**src/rtl/muller_hs_pkg.sv**
```systemverilog
// rtl/muller_hs_pkg.sv - shared types and constants for the 4-phase handshake sender
// Purpose: handshake FSM state encoding and the completed-transfer counter width.
// Ports: none (package).
package muller_hs_pkg;

  localparam int SENT_CNT_W = 8;

  typedef enum logic [2:0] {
    IDLE   = 3'd0,
    SETUP  = 3'd1,
    REQ_HI = 3'd2,
    REQ_LO = 3'd3,
    ERR    = 3'd4
  } hs_state_t;

endpackage

```
**src/rtl/muller_hs_sync.sv**
```systemverilog
// rtl/muller_hs_sync.sv - multi-flop synchronizer for a single asynchronous bit
// Purpose: brings the asynchronous acknowledge into the clock domain.
// Ports:
//   clk_i : clock, all state on rising edge
//   rst_i : synchronous active-high reset, clears the chain to 0
//   d_i   : asynchronous input bit
//   q_o   : synchronized output, STAGES edges behind d_i
module muller_hs_sync #(
  parameter int STAGES = 2
) (
  input  logic clk_i,
  input  logic rst_i,
  input  logic d_i,
  output logic q_o
);

  logic [STAGES-1:0] sync_q;

  always_ff @(posedge clk_i) begin
    if (rst_i) begin
      sync_q <= '0;
    end else begin
      sync_q <= {sync_q[STAGES-2:0], d_i};
    end
  end

  assign q_o = sync_q[STAGES-1];

endmodule

```
**src/rtl/muller_c_hs_sender.sv**
```systemverilog
// rtl/muller_c_hs_sender.sv - clocked initiator of a 4-phase RZ bundled-data handshake
// Purpose: buffers words from synchronous logic in a small FIFO and sends each one
//   to an asynchronous C-element stage with req_o/data_o, completing on ack rise+fall.
// Ports:
//   wb_clk_i, wb_rst_i        : clock and synchronous active-high reset
//   in_valid, in_ready, in_data : producer push side (in_ready = FIFO not full)
//   req_o, data_o, ack_i      : 4-phase request, bundled data, asynchronous acknowledge
//   busy                      : FSM not idle or FIFO non-empty
//   sent_count                : completed transfers, wraps
//   timeout_err               : sticky watchdog flag
// Optional feature: MULLER_HS_TIMEOUT_EN adds a handshake watchdog and the ERR state;
//   without it the FSM waits indefinitely and timeout_err is tied 0.
import muller_hs_pkg::*;

module muller_c_hs_sender #(
  parameter int DATA_W      = 4,
  parameter int DEPTH       = 4,
  parameter int SYNC_STAGES = 2,
  parameter int TIMEOUT_W   = 8
) (
  input  logic                  wb_clk_i,
  input  logic                  wb_rst_i,
  input  logic                  in_valid,
  output logic                  in_ready,
  input  logic [DATA_W-1:0]     in_data,
  output logic                  req_o,
  output logic [DATA_W-1:0]     data_o,
  input  logic                  ack_i,
  output logic                  busy,
  output logic [SENT_CNT_W-1:0] sent_count,
  output logic                  timeout_err
);

  localparam int AW = $clog2(DEPTH);
  localparam logic [AW:0]            PTR_ONE = {{AW{1'b0}}, 1'b1};
  localparam logic [SENT_CNT_W-1:0] CNT_ONE = {{(SENT_CNT_W-1){1'b0}}, 1'b1};

  logic ack_s;

  muller_hs_sync #(.STAGES(SYNC_STAGES)) u_ack_sync (
    .clk_i (wb_clk_i),
    .rst_i (wb_rst_i),
    .d_i   (ack_i),
    .q_o   (ack_s)
  );

  // FIFO: pointers carry one extra wrap bit so full and empty are distinguishable.
  logic [DATA_W-1:0] mem_q [DEPTH];
  logic [AW:0]       wr_ptr_q, rd_ptr_q;
  logic              full, empty, push, pop;

  assign empty    = (wr_ptr_q == rd_ptr_q);
  assign full     = (wr_ptr_q[AW] != rd_ptr_q[AW]) &&
                    (wr_ptr_q[AW-1:0] == rd_ptr_q[AW-1:0]);
  assign in_ready = !full;
  assign push     = in_valid && !full;

  always_ff @(posedge wb_clk_i) begin
    if (push) begin
      mem_q[wr_ptr_q[AW-1:0]] <= in_data;
    end
  end

  always_ff @(posedge wb_clk_i) begin
    if (wb_rst_i) begin
      wr_ptr_q <= '0;
      rd_ptr_q <= '0;
    end else begin
      if (push) wr_ptr_q <= wr_ptr_q + PTR_ONE;
      if (pop)  rd_ptr_q <= rd_ptr_q + PTR_ONE;
    end
  end

  hs_state_t                 state_q, state_d;
  logic                      req_q, req_d;
  logic [DATA_W-1:0]         data_q, data_d;
  logic [SENT_CNT_W-1:0]     cnt_q, cnt_d;
  logic                      wd_expire;

`ifdef MULLER_HS_TIMEOUT_EN
  localparam logic [TIMEOUT_W-1:0] WD_ONE  = {{(TIMEOUT_W-1){1'b0}}, 1'b1};
  // The edge that would take the counter to all-ones is the edge that enters ERR.
  localparam logic [TIMEOUT_W-1:0] WD_LAST = {{(TIMEOUT_W-1){1'b1}}, 1'b0};

  logic [TIMEOUT_W-1:0] wd_q, wd_d;
  logic                 in_hs, timeout_err_q;

  assign in_hs     = (state_q == REQ_HI) || (state_q == REQ_LO);
  assign wd_expire = in_hs && (wd_q == WD_LAST);

  always_comb begin
    wd_d = wd_q;
    if ((state_d == REQ_HI || state_d == REQ_LO) && (state_d != state_q)) begin
      wd_d = '0;
    end else if (in_hs) begin
      wd_d = wd_q + WD_ONE;
    end
  end

  always_ff @(posedge wb_clk_i) begin
    if (wb_rst_i) begin
      wd_q          <= '0;
      timeout_err_q <= 1'b0;
    end else begin
      wd_q <= wd_d;
      if (wd_expire) timeout_err_q <= 1'b1;
    end
  end

  assign timeout_err = timeout_err_q;
`else
  localparam int unused_timeout_w = TIMEOUT_W;
  assign wd_expire   = 1'b0;
  assign timeout_err = 1'b0;
`endif

  // State register
  always_ff @(posedge wb_clk_i) begin
    if (wb_rst_i) state_q <= IDLE;
    else          state_q <= state_d;
  end

  // Next-state logic. A stale high ack keeps IDLE from starting a new transfer.
  always_comb begin
    state_d = state_q;
    case (state_q)
      IDLE:    if (!empty && !ack_s) state_d = SETUP;
      SETUP:   state_d = REQ_HI;
      REQ_HI:  if (ack_s)  state_d = REQ_LO;
      REQ_LO:  if (!ack_s) state_d = IDLE;
      ERR:     state_d = ERR;
      default: state_d = IDLE;
    endcase
    // Watchdog expiry wins over an ack arriving in the same cycle.
    if (wd_expire) state_d = ERR;
  end

  // Output logic: next values of the registered handshake outputs.
  always_comb begin
    req_d  = req_q;
    data_d = data_q;
    cnt_d  = cnt_q;
    pop    = 1'b0;
    case (state_q)
      IDLE: begin
        if (!empty && !ack_s) begin
          pop    = 1'b1;
          data_d = mem_q[rd_ptr_q[AW-1:0]];
        end
      end
      SETUP:   req_d = 1'b1;
      REQ_HI:  if (ack_s)  req_d = 1'b0;
      REQ_LO:  if (!ack_s) cnt_d = cnt_q + CNT_ONE;
      default: req_d = 1'b0;
    endcase
    if (wd_expire) begin
      req_d = 1'b0;
      cnt_d = cnt_q;
    end
  end

  always_ff @(posedge wb_clk_i) begin
    if (wb_rst_i) begin
      req_q  <= 1'b0;
      data_q <= '0;
      cnt_q  <= '0;
    end else begin
      req_q  <= req_d;
      data_q <= data_d;
      cnt_q  <= cnt_d;
    end
  end

  assign req_o      = req_q;
  assign data_o     = data_q;
  assign sent_count = cnt_q;
  assign busy       = (state_q != IDLE) || !empty;

endmodule

```
**config.mk**
```make
export PLATFORM = sky130hd
export DESIGN_NAME = muller_c_hs_sender
export DESIGN_NICKNAME = d
export VERILOG_FILES = /design/src/rtl/muller_hs_pkg.sv /design/src/rtl/muller_hs_sync.sv /design/src/rtl/muller_c_hs_sender.sv
export SDC_FILE = /design/constraint.sdc
export NUM_CORES = 1
export LEC_CHECK = 0
export BUFFER_PORTS_ARGS = -buffer_cell sky130_fd_sc_hd__buf_2
export CAP_MARGIN = 5
export CORE_MARGIN = 2
export CORE_UTILIZATION = 30
export CTS_CLUSTER_SIZE = 8
export DETAILED_ROUTE_END_ITERATION = 6
export GPL_TIMING_DRIVEN = 0
export SYNTH_ARGS = -nofsm -noshare
export SYNTH_HDL_FRONTEND = slang
export SYNTH_SLANG_ARGS = --single-unit
```
**constraint.sdc**
```tcl
create_clock -name wb_clk_i -period 2.2 [get_ports wb_clk_i]
set_input_delay 0.11 -clock wb_clk_i [delete_from_list [all_inputs] [get_ports wb_clk_i]]
set_output_delay 0.11 -clock wb_clk_i [all_outputs]
set_load 0.02 [all_outputs]
```
==> summary by stage <==
Setup path
The cell with the largest stage delay on the worst path is sky130_fd_sc_hd__dfxtp_1. The cell depth of the worst flop-to-flop path is 4. The critical path goes through buf_2, xor2_2, o31a_1, and2_1.

In this run the worst setup path begins at rd_ptr_q[0]. In this run the critical register-to-register path is captured at mem_q[2][1]. The startpoint of the worst register-to-register path is rd_ptr_q[0]. The worst setup path is of the flop to flop kind. The critical-path maximum fanout is 8.

The biggest cell delay along the critical path is 350 ps. The endpoint of the worst setup timing path is mem_q[2][1]. STA classifies the critical path startpoint as a flop. The worst setup path is captured at a flop.

Data arrives at the worst endpoint at 1730 ps. The reg-to-reg setup timing slack is 460 ps. The worst endpoint required time is roughly 2200 ps.

Yosys
The sequential cell area fraction in the yosys report is 56.4%. The count of cell types in the netlist is 36. Yosys mapped a number of flops with a built-in enable equal to 16. Counting flops with an async set or reset pin after synthesis yields a share of 0%. The total of warnings raised by yosys is 0. The instance count of the mapped netlist is between 100 and 150. The average size of a mapped cell is 12.5 µm². The total nets after synthesis is 150. Among all flip-flop cells after synthesis, the most frequent one is sky130_fd_sc_hd__dfxtp_1. In this run, synthesis produced a sequential element count of 40. After synthesis the cells add up to 1700 µm².

Clock network
The clock latency on the worst-skew pair is 300 ps. Post-CTS timing repair inserted 0 buffers for setup. TritonCTS built the clock tree.

The cell sitting at the root of the clock tree is a sky130_fd_sc_hd__clkbuf_8. After clock tree synthesis, the flow added hold-fix buffers numbering 0. After clock tree synthesis, the clock-pin slew on the worst setup and hold paths is 80 ps. The number of clock sinks is 40. The buffer levels on the longest clock path is 2. Gates resized during post-CTS repair numbered 0. The count of H-tree levels built during CTS is 2.

Counting the buffers created by CTS gives 5.

Placed design
The placed standard-cell area is 1900 µm². After legalization and detailed placement, the total HPWL measured 1950 µm. The routability-driven placement congestion ratio is 0.671. The quantity of I/O buffers inserted on ports is 22.

The pre-CTS setup slack is 449 ps.

Power and ir drop
Across the VDD grid, the largest voltage drop is 0.342 mV. Net switching is 31.4% of the power. The portion of total power attributed to combinational logic is between 20% and 30%. In this run the power spent charging and discharging nets is 603 µW. Per report_power, the sequential group accounts for 48.8% of the total. Cell internal power was estimated by the tool at 1.31 mW. Summed over all cells, the static leakage comes to 0.793 nW. Dividing total power by cell area gives a power density of 963 nW/µm². The clock share of power is 24.9%.

Drt
The antenna violation net count after detailed routing is 0. For this run, design rule violations remaining after detail routing come to 0. The final routed wire length divided by cell count is about 11 µm. The number of detailed-route iterations in the first pass is 3. Using the TritonRoute via totals, the vias-per-cell ratio works out to approximately 4.5. The via count is ~1100.

The number of DRC markers in iteration 0 is 24. The detailed-route wire length is 2640 µm.

Die
The horizontal die dimension is 79.4 µm. The initialized floorplan defines 27 standard-cell rows. In this run the count of I/O pins placed on the die edge is 24.

The core footprint is roughly 5500 µm². From bottom edge to top edge, the die measures 79.4 µm. Once the floorplan was initialized, standard cells occupied 30.9% of the core. The die covers 6300 µm².

Final layout
The library cells used most frequently in the layout, excluding fill and tap cells, are 25 x sky130_fd_sc_hd__buf_2, 24 x sky130_fd_sc_hd__dfxtp_1, 18 x sky130_fd_sc_hd__nor2_1. The most frequent standard cell in the layout excluding fill and tap cells is sky130_fd_sc_hd__buf_2. The number of antenna diodes in the final layout is 0. The final non-filler cell area is 1990 µm². In the final layout, the multi-input gates occupy 698 µm². The synthesis-to-finish area growth is 16.9%. Fill cells in the final layout number 546.

In the final layout, flip-flops and latches occupy 961 µm². Of the cells placed in the final design, the portion with a size suffix greater than 1 is 24.7%. The total number of nets in the final design is 179.

Timing
The final number of hold-violating endpoints is 0. The final setup violation count is 0. The final clock period utilization by the worst path is 78.9%. The max-slew violation count is 0. Setup repair after global routing left no endpoint under its margin.

For the final database, setup skew stands at ~6.8 ps. In the final timing run, aggregate negative setup slack is 0 ps. The final worst slack is 464 ps. The post-route worst hold slack is between 20 and 25 ps. The clock period could shrink to 1740 ps. Timing would allow up to 576 MHz.

Global route
Across every metal layer, demand over resource in global routing totals roughly a tenth. For this run the aggregate overflow at the end of global routing stands at 0. The layer with the highest usage is met2. The largest net degree at the start of global routing is 14.

The number of global-route vias before repair is 936. The initial antenna violation count is 0. The wire length of the first global-routing pass is around 4400 µm.

The met1 track utilization from global routing is 11.6%. Global routing consumed, on the met2 layer, 13.3% of the routing resources. The met3 layer usage reported by global route is 3.28%.

Run
Max-cap violations in this run came to 0.

Min path
The class of the worst hold path is input port to flop.

Outcome
The flow ran to the end, and the final reports show no timing, DRC or antenna violations.
[cell families after synthesis]
group / share of synthesized area (%)
simple gates: 13.7
buf+inv: 2.64
other cells: 0.220
mux: 10.3
xor+xnor: 7.56
fa+ha+maj: 4.41
compound gates: 4.77
flops: 56.4
[through the flow]
| stage | util, % | total power, mW | std cells |
|---|---|---|---|
| CTS | 36.2 | 1.95 | 238 |
| detailed placement | 34.6 | 1.47 | 230 |
| global placement | 34.6 | 1.46 | 230 |
| floorplan | - | 1.34 | 136 |
| finish | 36.2 | 1.92 | 238 |
| global route | 36.2 | 2.04 | 238 |
[how the worst min path moves through the flow]
stage / from / to / slack [ps] / cells past startpoint
final: wb_rst_i / u_ack_sync.sync_q[0] / 20 / 2
after global routing: wb_rst_i / u_ack_sync.sync_q[0] / 20 / 2
after CTS: in_data[3] / mem_q[1][3] / 20 / 1
after detailed placement: in_data[3] / mem_q[1][3] / 330 / 1
after global placement: in_data[2] / mem_q[1][2] / 330 / 1
after floorplan: wb_rst_i / u_ack_sync.sync_q[0] / 180 / 1
[cells in the mapped netlist (2+ instances only)]
master	count	area share (%)
sky130_fd_sc_hd__inv_1	4	0.88
sky130_fd_sc_hd__nand2_1	4	0.88
sky130_fd_sc_hd__buf_2	3	0.88
sky130_fd_sc_hd__ha_1	6	4.4
sky130_fd_sc_hd__o21ai_0	2	0.59
sky130_fd_sc_hd__nor2_1	18	4.0
sky130_fd_sc_hd__clkbuf_1	2	0.44
sky130_fd_sc_hd__dfxtp_1	24	28
sky130_fd_sc_hd__xor2_2	2	1.9
sky130_fd_sc_hd__edfxtp_1	16	28
sky130_fd_sc_hd__and2_1	5	1.8
sky130_fd_sc_hd__a21oi_1	3	0.88
sky130_fd_sc_hd__or4_1	2	0.88
sky130_fd_sc_hd__mux4_1	4	6.2
sky130_fd_sc_hd__mux2i_1	7	4.1
sky130_fd_sc_hd__nand3_1	2	0.59
sky130_fd_sc_hd__nand4_1	3	1.1
sky130_fd_sc_hd__xor2_1	7	3.6
sky130_fd_sc_hd__nor2b_1	2	0.73
sky130_fd_sc_hd__xnor2_1	4	2.1
[registers in the layout (all words and copies together), names as in the netlist]
register / cells
mem_q: 16
sent_count: 8
data_o: 4
rd_ptr_q: 3
state_q: 3
wr_ptr_q: 3
u_ack_sync.sync_q: 2
req_o: 1
[per-layer routing]
metal	share of wire, %	wire length, µm
met1	46	1220
met2	44	1160
met3	6.0	158
met4	3.5	93
met5	0	0
[critical path, delay by kind of cell (launching register included)]
kind / cells / cell delay (ps)
AND/OR/NAND/NOR: 1 / 290
flip-flops: 1 / 350
buffers and inverters: 1 / 220
XOR/XNOR: 1 / 240
AO/OA/AOI/OAI: 1 / 340
[power by group through the flow]
| stage | combinational, mW | clock, mW | sequential [mW] |
|---|---|---|---|
| 5_1_grt | 0.561 | 0.530 | 0.949 |
| 2_1_floorplan | 0.356 | 0 | 0.981 |
| 3_5_place_dp | 0.516 | 0 | 0.953 |
| 4_1_cts | 0.515 | 0.494 | 0.937 |
| 6_report | 0.504 | 0.478 | 0.935 |
| 3_3_place_gp | 0.507 | 0 | 0.952 |
[cell type report]
cell class                      instances  share of cell area [%]
Clock inverter                          3                   0.942
Tap cell                               72                    4.52
Sequential cell                        40                    48.2
Clock buffer                            5                    3.45
Inverter                                4                   0.754
Timing Repair Buffer                   22                    5.53
Buffer                                  6                    1.51
Multi-Input combinational cell         86                    35.1
Power figures use the tool's default switching activity.
